**src/rtl/sram_a_arbiter_if.sv**
```systemverilog
// Bundle of the two requester ports and the sram_A drive/return signals.
// Latency: none (wires only); the arbiter's timing is documented in sram_a_arbiter.
// Backpressure: a requester holds req until gnt; read returns are not backpressured.
// Modports: master = requesters + SRAM model side, slave = arbiter side.
// Stats signals exist only when SRAM_A_ARB_STATS_EN is defined.
interface sram_a_arbiter_if #(
    parameter int ADDR_W = 10,
    parameter int DATA_W = 8
);
    logic              req0;
    logic              we0;
    logic [ADDR_W-1:0] addr0;
    logic [DATA_W-1:0] din0;
    logic              gnt0;
    logic              rvalid0;
    logic [DATA_W-1:0] rdata0;

    logic              req1;
    logic              we1;
    logic [ADDR_W-1:0] addr1;
    logic [DATA_W-1:0] din1;
    logic              gnt1;
    logic              rvalid1;
    logic [DATA_W-1:0] rdata1;

    logic              sram_A_we;
    logic [ADDR_W-1:0] sram_A_addr;
    logic [DATA_W-1:0] sram_A_din;
    logic [DATA_W-1:0] sram_A_dout;

`ifdef SRAM_A_ARB_STATS_EN
    logic              stat_clr;
    logic [15:0]       stat_conflicts;
    logic [15:0]       stat_gnt0;
    logic [15:0]       stat_gnt1;
`endif

    modport master (
        output req0, we0, addr0, din0,
        output req1, we1, addr1, din1,
        output sram_A_dout,
        input  gnt0, rvalid0, rdata0,
        input  gnt1, rvalid1, rdata1,
        input  sram_A_we, sram_A_addr, sram_A_din
`ifdef SRAM_A_ARB_STATS_EN
        ,
        output stat_clr,
        input  stat_conflicts, stat_gnt0, stat_gnt1
`endif
    );

    modport slave (
        input  req0, we0, addr0, din0,
        input  req1, we1, addr1, din1,
        input  sram_A_dout,
        output gnt0, rvalid0, rdata0,
        output gnt1, rvalid1, rdata1,
        output sram_A_we, sram_A_addr, sram_A_din
`ifdef SRAM_A_ARB_STATS_EN
        ,
        input  stat_clr,
        output stat_conflicts, stat_gnt0, stat_gnt1
`endif
    );
endinterface

```
**src/rtl/sram_a_arbiter.sv**
```systemverilog
// Two-port round-robin arbiter (bounded burst hold) for single-port sram_A.
// Latency: grant combinational in the request cycle; read data RD_LATENCY clocks after accept.
// Backpressure: requester holds req until gnt; rvalid is a one-cycle pulse, never stalled.
// Ports: rpll_clk, rst_n (synchronous, active-low), bus (sram_a_arbiter_if.slave):
//   req/we/addr/din/gnt/rvalid/rdata per requester, sram_A_we/addr/din/dout to the SRAM.
// Optional: `define SRAM_A_ARB_STATS_EN adds saturating conflict/grant counters and stat_clr.
module sram_a_arbiter #(
    parameter int ADDR_W     = 10,
    parameter int DATA_W     = 8,
    parameter int MAX_BURST  = 4,
    parameter int RD_LATENCY = 1
) (
    input  logic                rpll_clk,
    input  logic                rst_n,
    sram_a_arbiter_if.slave     bus
);
    localparam logic [3:0] MAX_BURST_C = 4'(MAX_BURST);

    logic                  last_gnt_q, last_gnt_d;
    logic [3:0]            burst_cnt_q, burst_cnt_d;
    logic [RD_LATENCY-1:0] tag_vld_q, tag_vld_d;
    logic [RD_LATENCY-1:0] tag_id_q, tag_id_d;

    logic              gnt_any;
    logic              gnt_id;
    logic              keep_burst;
    logic              sel_we;
    logic [ADDR_W-1:0] sel_addr;
    logic [DATA_W-1:0] sel_din;
    logic              out_vld;
    logic              out_id;

    // Stay with the current owner only while it is mid-burst; a zero count
    // (fresh reset or an idle cycle) hands the conflict to the other port.
    assign keep_burst = (burst_cnt_q != 4'd0) && (burst_cnt_q < MAX_BURST_C);

    always_comb begin
        gnt_any = 1'b0;
        gnt_id  = 1'b0;
        if (rst_n) begin
            if (bus.req0 && bus.req1) begin
                gnt_any = 1'b1;
                gnt_id  = keep_burst ? last_gnt_q : ~last_gnt_q;
            end else if (bus.req0) begin
                gnt_any = 1'b1;
                gnt_id  = 1'b0;
            end else if (bus.req1) begin
                gnt_any = 1'b1;
                gnt_id  = 1'b1;
            end
        end
    end

    assign bus.gnt0 = gnt_any & ~gnt_id;
    assign bus.gnt1 = gnt_any &  gnt_id;

    always_comb begin
        sel_we   = 1'b0;
        sel_addr = '0;
        sel_din  = '0;
        if (gnt_any) begin
            sel_we   = gnt_id ? bus.we1   : bus.we0;
            sel_addr = gnt_id ? bus.addr1 : bus.addr0;
            sel_din  = gnt_id ? bus.din1  : bus.din0;
        end
    end

    assign bus.sram_A_we   = sel_we;
    assign bus.sram_A_addr = sel_addr;
    assign bus.sram_A_din  = sel_din;

    always_comb begin
        last_gnt_d  = last_gnt_q;
        burst_cnt_d = 4'd0;
        if (gnt_any) begin
            if (gnt_id == last_gnt_q) begin
                burst_cnt_d = (burst_cnt_q == 4'hF) ? 4'hF : burst_cnt_q + 4'd1;
            end else begin
                last_gnt_d  = gnt_id;
                burst_cnt_d = 4'd1;
            end
        end
    end

    // Read tag pipeline: stage 0 captures the accepted read, the last stage
    // lines up with sram_A_dout.
    always_comb begin
        tag_vld_d    = '0;
        tag_id_d     = '0;
        tag_vld_d[0] = gnt_any & ~sel_we;
        tag_id_d[0]  = gnt_id;
        for (int i = 1; i < RD_LATENCY; i++) begin
            tag_vld_d[i] = tag_vld_q[i-1];
            tag_id_d[i]  = tag_id_q[i-1];
        end
    end

    always_ff @(posedge rpll_clk) begin
        if (!rst_n) begin
            last_gnt_q  <= 1'b1;
            burst_cnt_q <= 4'd0;
            tag_vld_q   <= '0;
            tag_id_q    <= '0;
        end else begin
            last_gnt_q  <= last_gnt_d;
            burst_cnt_q <= burst_cnt_d;
            tag_vld_q   <= tag_vld_d;
            tag_id_q    <= tag_id_d;
        end
    end

    // Gated by rst_n so a read in flight when reset asserts never surfaces.
    assign out_vld     = rst_n & tag_vld_q[RD_LATENCY-1];
    assign out_id      = tag_id_q[RD_LATENCY-1];
    assign bus.rvalid0 = out_vld & ~out_id;
    assign bus.rvalid1 = out_vld &  out_id;
    assign bus.rdata0  = bus.rvalid0 ? bus.sram_A_dout : '0;
    assign bus.rdata1  = bus.rvalid1 ? bus.sram_A_dout : '0;

`ifdef SRAM_A_ARB_STATS_EN
    logic [15:0] stat_conflicts_q, stat_conflicts_d;
    logic [15:0] stat_gnt0_q, stat_gnt0_d;
    logic [15:0] stat_gnt1_q, stat_gnt1_d;

    always_comb begin
        stat_conflicts_d = stat_conflicts_q;
        stat_gnt0_d      = stat_gnt0_q;
        stat_gnt1_d      = stat_gnt1_q;
        if (bus.stat_clr) begin
            stat_conflicts_d = '0;
            stat_gnt0_d      = '0;
            stat_gnt1_d      = '0;
        end else begin
            if (bus.req0 && bus.req1 && stat_conflicts_q != 16'hFFFF) begin
                stat_conflicts_d = stat_conflicts_q + 16'd1;
            end
            if (bus.gnt0 && stat_gnt0_q != 16'hFFFF) begin
                stat_gnt0_d = stat_gnt0_q + 16'd1;
            end
            if (bus.gnt1 && stat_gnt1_q != 16'hFFFF) begin
                stat_gnt1_d = stat_gnt1_q + 16'd1;
            end
        end
    end

    always_ff @(posedge rpll_clk) begin
        if (!rst_n) begin
            stat_conflicts_q <= '0;
            stat_gnt0_q      <= '0;
            stat_gnt1_q      <= '0;
        end else begin
            stat_conflicts_q <= stat_conflicts_d;
            stat_gnt0_q      <= stat_gnt0_d;
            stat_gnt1_q      <= stat_gnt1_d;
        end
    end

    assign bus.stat_conflicts = stat_conflicts_q;
    assign bus.stat_gnt0      = stat_gnt0_q;
    assign bus.stat_gnt1      = stat_gnt1_q;
`endif
endmodule

```
**src/flat_wrapper.sv**
```systemverilog
// flat-port wrapper written by rule: the top's interface ports become plain ports
module sram_a_arbiter_flat 
#(
    parameter int ADDR_W     = 10,
    parameter int DATA_W     = 8,
    parameter int MAX_BURST  = 4,
    parameter int RD_LATENCY = 1
)
  (rpll_clk, rst_n, bus_req0, bus_we0, bus_addr0, bus_din0, bus_req1, bus_we1, bus_addr1, bus_din1, bus_sram_A_dout, bus_gnt0, bus_rvalid0, bus_rdata0, bus_gnt1, bus_rvalid1, bus_rdata1, bus_sram_A_we, bus_sram_A_addr, bus_sram_A_din);
  sram_a_arbiter_if #(.ADDR_W(ADDR_W), .DATA_W(DATA_W)) bus_i ();
  input  logic rpll_clk;
  input  logic rst_n;
  input wire logic [$bits(bus_i.req0)-1:0] bus_req0;
  input wire logic [$bits(bus_i.we0)-1:0] bus_we0;
  input wire logic [$bits(bus_i.addr0)-1:0] bus_addr0;
  input wire logic [$bits(bus_i.din0)-1:0] bus_din0;
  input wire logic [$bits(bus_i.req1)-1:0] bus_req1;
  input wire logic [$bits(bus_i.we1)-1:0] bus_we1;
  input wire logic [$bits(bus_i.addr1)-1:0] bus_addr1;
  input wire logic [$bits(bus_i.din1)-1:0] bus_din1;
  input wire logic [$bits(bus_i.sram_A_dout)-1:0] bus_sram_A_dout;
  output wire logic [$bits(bus_i.gnt0)-1:0] bus_gnt0;
  output wire logic [$bits(bus_i.rvalid0)-1:0] bus_rvalid0;
  output wire logic [$bits(bus_i.rdata0)-1:0] bus_rdata0;
  output wire logic [$bits(bus_i.gnt1)-1:0] bus_gnt1;
  output wire logic [$bits(bus_i.rvalid1)-1:0] bus_rvalid1;
  output wire logic [$bits(bus_i.rdata1)-1:0] bus_rdata1;
  output wire logic [$bits(bus_i.sram_A_we)-1:0] bus_sram_A_we;
  output wire logic [$bits(bus_i.sram_A_addr)-1:0] bus_sram_A_addr;
  output wire logic [$bits(bus_i.sram_A_din)-1:0] bus_sram_A_din;
  assign bus_i.req0 = bus_req0;
  assign bus_i.we0 = bus_we0;
  assign bus_i.addr0 = bus_addr0;
  assign bus_i.din0 = bus_din0;
  assign bus_i.req1 = bus_req1;
  assign bus_i.we1 = bus_we1;
  assign bus_i.addr1 = bus_addr1;
  assign bus_i.din1 = bus_din1;
  assign bus_i.sram_A_dout = bus_sram_A_dout;
  assign bus_gnt0 = bus_i.gnt0;
  assign bus_rvalid0 = bus_i.rvalid0;
  assign bus_rdata0 = bus_i.rdata0;
  assign bus_gnt1 = bus_i.gnt1;
  assign bus_rvalid1 = bus_i.rvalid1;
  assign bus_rdata1 = bus_i.rdata1;
  assign bus_sram_A_we = bus_i.sram_A_we;
  assign bus_sram_A_addr = bus_i.sram_A_addr;
  assign bus_sram_A_din = bus_i.sram_A_din;
  sram_a_arbiter #(.ADDR_W(ADDR_W), .DATA_W(DATA_W), .MAX_BURST(MAX_BURST), .RD_LATENCY(RD_LATENCY)) u_core (.rpll_clk(rpll_clk), .rst_n(rst_n), .bus(bus_i));
endmodule
```
**config.mk**
```make
export PLATFORM = sky130hd
export DESIGN_NAME = sram_a_arbiter_flat
export DESIGN_NICKNAME = d
export VERILOG_FILES = /design/src/rtl/sram_a_arbiter_if.sv /design/src/rtl/sram_a_arbiter.sv /design/src/flat_wrapper.sv
export SDC_FILE = /design/constraint.sdc
export NUM_CORES = 1
export LEC_CHECK = 0
export BUFFER_PORTS_ARGS = -buffer_cell sky130_fd_sc_hd__buf_2
export CORE_UTILIZATION = 24
export DETAILED_ROUTE_END_ITERATION = 7
export PLACE_DENSITY = 0.62
export SYNTH_ARGS = -nofsm -noshare
export SYNTH_HDL_FRONTEND = slang
export SYNTH_SLANG_ARGS = --single-unit
```
**constraint.sdc**
```tcl
create_clock -name rpll_clk -period 4.65 [get_ports rpll_clk]
set_input_delay 0.465 -clock rpll_clk [delete_from_list [all_inputs] [get_ports rpll_clk]]
set_output_delay 0.465 -clock rpll_clk [all_outputs]
set_load 0.005 [all_outputs]
```
Word-level counts from Yosys, hierarchy flattened:

Cells that the tools add are included.
Widths: inputs -> output; s select.

* bits in registers: 7

* order comparisons: 1
* bitwise operators: 11
* add/subtract/negate cells: 1
* reduce and logical (&&, ||, !) cells: 6
* equality and inequality tests: 2
* muxes and demuxes: 18

Operators with widths (number)
* $mux 8: 4
* $mux 10: 2
* $mux 1: 11
* $and 1x1->1: 6
* $not 1->1: 5
* $add 4x1->4 const B: 1
* $eq 4x4->1 const B: 1
* $lt 4x3->1 const B: 1
* $mux 4: 1
* $reduce_and 2->1: 2
* $reduce_bool 4->1: 1
* $reduce_and 3->1: 1
* $logic_and 1x1->1: 2
* $eq 1x1->1: 1

Longest topological paths before layout:

* depth after elaboration: 9
* depth in mapped cells: 6

Worst setup path after synthesis:

OpenSTA, ideal clock, no wires.

* path kind: register -> output
* start: register u_core.burst_cnt_q[0]
* end: output bus_sram_A_addr[0]
* buffers on the path: 1
* setup slack: 2538 ps
* data arrival time: 1647 ps
* stages on the path, launching flop included: 7
* cells stage by stage: dfxtp_1 -> inv_1 -> ha_1 -> or4_4 -> buf_6 -> a31oi_1 -> o21a_1

* longest elaborated chain between the ends: 7
* elaborated cells on any way between the ends: 8
* those cells by class: order compare (1); mux (5); reduce/logical (2)

RTL lines
* start: declaration: RTL line sram_a_arbiter.sv:20 `logic [3:0] burst_cnt_q, burst_cnt_d;`
* start signal: assignment: RTL line sram_a_arbiter.sv:106 `burst_cnt_q <= burst_cnt_d;`
* $lt 4x3->1 or $reduce_bool 4->1 (tied branches): RTL line sram_a_arbiter.sv:35 `assign keep_burst = (burst_cnt_q != 4'd0) && (burst_cnt_q < MAX_BURST_C);`
* $logic_and 1x1->1 *: RTL line sram_a_arbiter.sv:35
* $mux 1 *: RTL line sram_a_arbiter.sv:43 `gnt_id = keep_burst ? last_gnt_q : ~last_gnt_q;`
* $mux 1 *: RTL line sram_a_arbiter.sv:41 `if (bus.req0 && bus.req1) begin`
* $mux 1 *: RTL line sram_a_arbiter.sv:40 `if (rst_n) begin`
* $mux 10 *: RTL line sram_a_arbiter.sv:63 `sel_addr = gnt_id ? bus.addr1 : bus.addr0;`
* $mux 10 *: RTL line sram_a_arbiter.sv:61 `if (gnt_any) begin`
* end: declaration: RTL line flat_wrapper.sv:29 `output wire logic [$bits(bus_i.sram_A_addr)-1:0] bus_sram_A_addr;`

Mark *: on every way between the ends. The rest lies on a longest branch, timed or not.

Worst setup path after layout:

* start: register u_core.burst_cnt_q[0]
* end: output bus_sram_A_din[3]

* longest elaborated chain between the ends: 7
* elaborated cells on any way between the ends: 8
* those cells by class: order compare (1); mux (5); reduce/logical (2)

RTL lines
* $lt 4x3->1 or $reduce_bool 4->1 (tied branches): RTL line sram_a_arbiter.sv:35
* $logic_and 1x1->1 *: RTL line sram_a_arbiter.sv:35
* $mux 1 *: RTL line sram_a_arbiter.sv:43
* $mux 1 *: RTL line sram_a_arbiter.sv:41
* $mux 1 *: RTL line sram_a_arbiter.sv:40
* $mux 8 *: RTL line sram_a_arbiter.sv:64 `sel_din = gnt_id ? bus.din1 : bus.din0;`
* $mux 8 *: RTL line sram_a_arbiter.sv:61
* end: declaration: RTL line flat_wrapper.sv:30 `output wire logic [$bits(bus_i.sram_A_din)-1:0] bus_sram_A_din;`

Marked as above.

==> metrics.md <==
| Metric | Value |
|---|---|
| Share of layout cells above drive strength 1 | `0.380` |
| Top cell type by total area after synthesis | `a211oi_1` |
| Post-route clock period utilization | `0.601` |
| Avg Inst Size Synth | `6.44 sq um` |
| Unique cell type count in the Yosys netlist | `31` |
| Yosys warns | `0` |
| Critical Path Start Type | `flip-flop` |
| Starting Density | `0.252` |
| Total Wirelength | `3700 um` |
| Post-CTS Setup Bufs | `0` |
| GRT overflow | `0` |
| Iter 0 DRT Violations | `82` |
| Final Total Pwr | `0.282 mW` |
| Die area | `5280 sq um` |
| Row count | `25` |
| WP data required | `4.18 ns` |
| Minimum clock period | `2.79 ns` |
| Tot GR Track Use | `0.135` |
| Worst Max-Slew Pin Slew | `0.862 ns` |
| Vias in the first global route | `1336` |
| CTS tree | `yes` |
| Hold Path End | `u_core.burst_cnt_q[3]$_SDFF_PN0_` |
| Post-CTS Hold Buffers | `0` |
| CTS buffer count | `3` |
| Crit-path max cell delay | `0.63 ns` |
| Design area | `1680 sq um` |
| Vias per cell | `4.88` |
| Worst-case reg-to-reg path depth | `6` |
| Buffers on Ports | `88` |
| I/O pins | `89` |
| Skew-Pair Late Insertion Delay | `0.22 ns` |
| Worst R2R Start | `u_core.burst_cnt_q[0]$_SDFF_PN0_` |
| Bufs on Longest Clock Path | `2` |
| First-pass GRT wire length | `5910 um` |
| Dpl cell area | `1630 sq um` |
| Worst VDD drop | `116 uV` |
| Top cell type's share of synthesized area | `0.132` |
| Syn-to-layout area delta | `40.1%` |
| Post-CTS sizing | `0` |
| Power per cell area | `168 nW/um^2` |
| Hold path startpoint | `u_core.burst_cnt_q[0]$_SDFF_PN0_` |
| Max Cap Viol | `0` |
| Run status | `completed` |
| Leakage | `0.807 nW` |
| Reg-to-reg endpoint | `u_core.tag_vld_q$_SDFF_PN0_` |
| Root Buffer | `clkbuf_8` |
| Slew Limit Fails | `0` |
| Kind of critical path | `reg -> out` |
| ANT nets after route | `0` |
| Hold Crit Class | `reg -> reg` |
| Mapped Area | `1200 sq um` |
| Worst Hold Depth | `2` |
| Vert. Die Dim | `72.6 um` |
| RSZ-0062 raised after global routing | `no` |
| CP arrival | `2.33 ns` |
| Area contributors post-synth | `a211oi_1 (13%), nand2_1 (13%), a31oi_1 (13%)` |
| Core ar. | `4750 sq um` |
| Pin count of the biggest net entering global routing | `50` |
| WL/cell | `11.5 um` |
| ANT cells | `0` |
| Post-Syn Instances | `186` |
| Total Neg Setup Slack | `0 ns` |
| Clk_skew | `0.000920 ns` |
| Vias | `1571` |
| Register bit total from synthesis | `7` |
| Non-filler cells, final | `322` |
| Slew margin rel. | `0.422` |
| Max Freq | `0.358 GHz` |
| CP max-delay cell | `nor3_2` |
| CTS Sinks | `7` |
| Crit end category | `output pin` |
| Post-synthesis sequential area ratio | `0.117` |
| # DRC | `0` |
| Clk slew on worst S/H paths | `0.04 ns` |
| Dpl cells | `318` |
| Syn Nets | `238` |
| DP Wirelength | `2710 um` |
| Reg2Reg Setup Slack | `2.50 ns` |
| Initial antenna violation count | `0` |
| # H-tree levels | `1` |
| Pre-antenna DRT Iters | `4` |
| Worst-path fanout max | `13` |
| Final nets | `308` |
| Die Wd | `72.6 um` |
| GP Congestion | `0.758` |
| CP Cell Sequence | `inv_1 -> ha_1 -> nor3_2 -> buf_4 -> a211oi_1 -> o21a_1 -> buf_2` |
| Setup violations, final | `0` |
| Final hold viol count | `0` |
[cell families (layout without fill, tap and decap cells)]
| group | count (synthesis) | in the layout | share of synthesized area |
|---|---|---|---|
| AOI/OAI and AO/OA | 78 | 78 | 0.461 |
| and+or+nand+nor | 71 | 71 | 0.295 |
| buffers and inverters | 28 | 97 | 0.107 |
| DFF | 7 | 7 | 0.117 |
| adders and majority gates | 2 | 2 | 0.0209 |
[final cells by class]
cell class | instances | area (sq um)
Sequential cell | 7 | 140
Tap cell | 67 | 83.8
Fill cell | 551 | 3080
Multi-Input combinational cell | 151 | 946
Inverter | 4 | 15.0
Timing Repair Buffer | 89 | 448
Clock buffer | 4 | 45.0
[synth_stat cells]
library cell   n
nor2b_1        1
nand3_1        1
o31ai_1        3
nor4b_1        1
o21a_1        20
and3_1         1
nand3b_1       2
dfxtp_1        7
nor3b_1        2
o21ai_0        2
a311oi_1       1
a32oi_1        1
a21o_1         1
o311a_1        1
and2_1        16
or4b_2         1
or4_4          1
nor2_1         2
ha_1           2
nand2_1       42
a2111oi_0      1
buf_1          1
nor3_2         1
a211oi_1      21
inv_1          4
o211ai_1       1
clkbuf_1      15
buf_2          6
buf_6          2
a21oi_1        2
a31oi_1       24
[layer usage]
metal | track usage | routed length [um] | share of wire | vias up
met1 | 0.184 | 1830 | 0.49 | 678
met5 | 0 | 0 | 0 | -
met3 | 0.0193 | 266 | 0.072 | 2
li1 | - | - | - | 825
met2 | 0.229 | 1580 | 0.43 | 66
met4 | 0.0196 | 23 | 0.0062 | 0
[worst max path at each step]
stage                                           startpoint                  to  cells past startpoint
after floorplan           u_core.burst_cnt_q[0]$_SDFF_PN0_  bus_sram_A_addr[0]                      6
after global placement                            bus_req0  bus_sram_A_addr[7]                      5
after detailed placement                          bus_req0  bus_sram_A_addr[7]                      5
after CTS                 u_core.burst_cnt_q[0]$_SDFF_PN0_   bus_sram_A_din[3]                      7
after global routing      u_core.burst_cnt_q[0]$_SDFF_PN0_  bus_sram_A_addr[6]                      6
final                     u_core.burst_cnt_q[0]$_SDFF_PN0_   bus_sram_A_din[3]                      7
[registers in the layout, summed over array words and instances, names as in the netlist]
name                cells
u_core.burst_cnt_q      4
u_core.last_gnt_q       1
u_core.out_id           1
u_core.tag_vld_q        1
[worst max-delay path: cells and delay by family, from the launching register on]
family | cells | cell delay, ns
DFF | 1 | 0.36
and+or+nand+nor | 1 | 0.63
adders and majority gates | 1 | 0.30
buffers and inverters | 3 | 0.51
AOI/OAI and AO/OA | 2 | 0.30
[stage by stage]
step                utilization  setup WS (ns)  hold WS [ns]
CTS                       0.353           1.87         0.573
floorplan                     -           2.54         0.536
global route              0.353           1.71         0.646
finish                    0.353           1.86         0.581
global placement          0.343           2.04         0.556
detailed placement        0.343           2.04         0.567
[power by group]
part           switching, mW  internal (mW)
Combinational         0.0734         0.0584
Clock                 0.0241         0.0591
Sequential           0.00354         0.0635
Total                  0.101          0.181
[cell usage in the layout, fill, tap and decap left out]
master,synthesis,layout
a2111oi_0,1,1
a211oi_1,21,21
a21o_1,1,1
a21oi_1,2,2
a311oi_1,1,1
a31oi_1,24,24
a32oi_1,1,1
and2_1,16,16
and3_1,1,1
buf_2,6,88
buf_4,0,1
clkbuf_1,15,1
clkbuf_8,0,3
dfxtp_1,7,7
ha_1,2,2
inv_1,4,4
nand2_1,42,42
nand3_1,1,1
nand3b_1,2,2
nor2_1,2,2
nor2b_2,0,1
nor3_2,1,1
nor3b_1,2,2
nor4b_1,1,1
o211ai_1,1,1
o21a_1,20,20
o21ai_0,2,2
o311a_1,1,1
o31ai_1,3,2
o31ai_4,0,1
or4_4,1,1
or4b_2,1,1
Power figures use the tool's default switching activity.
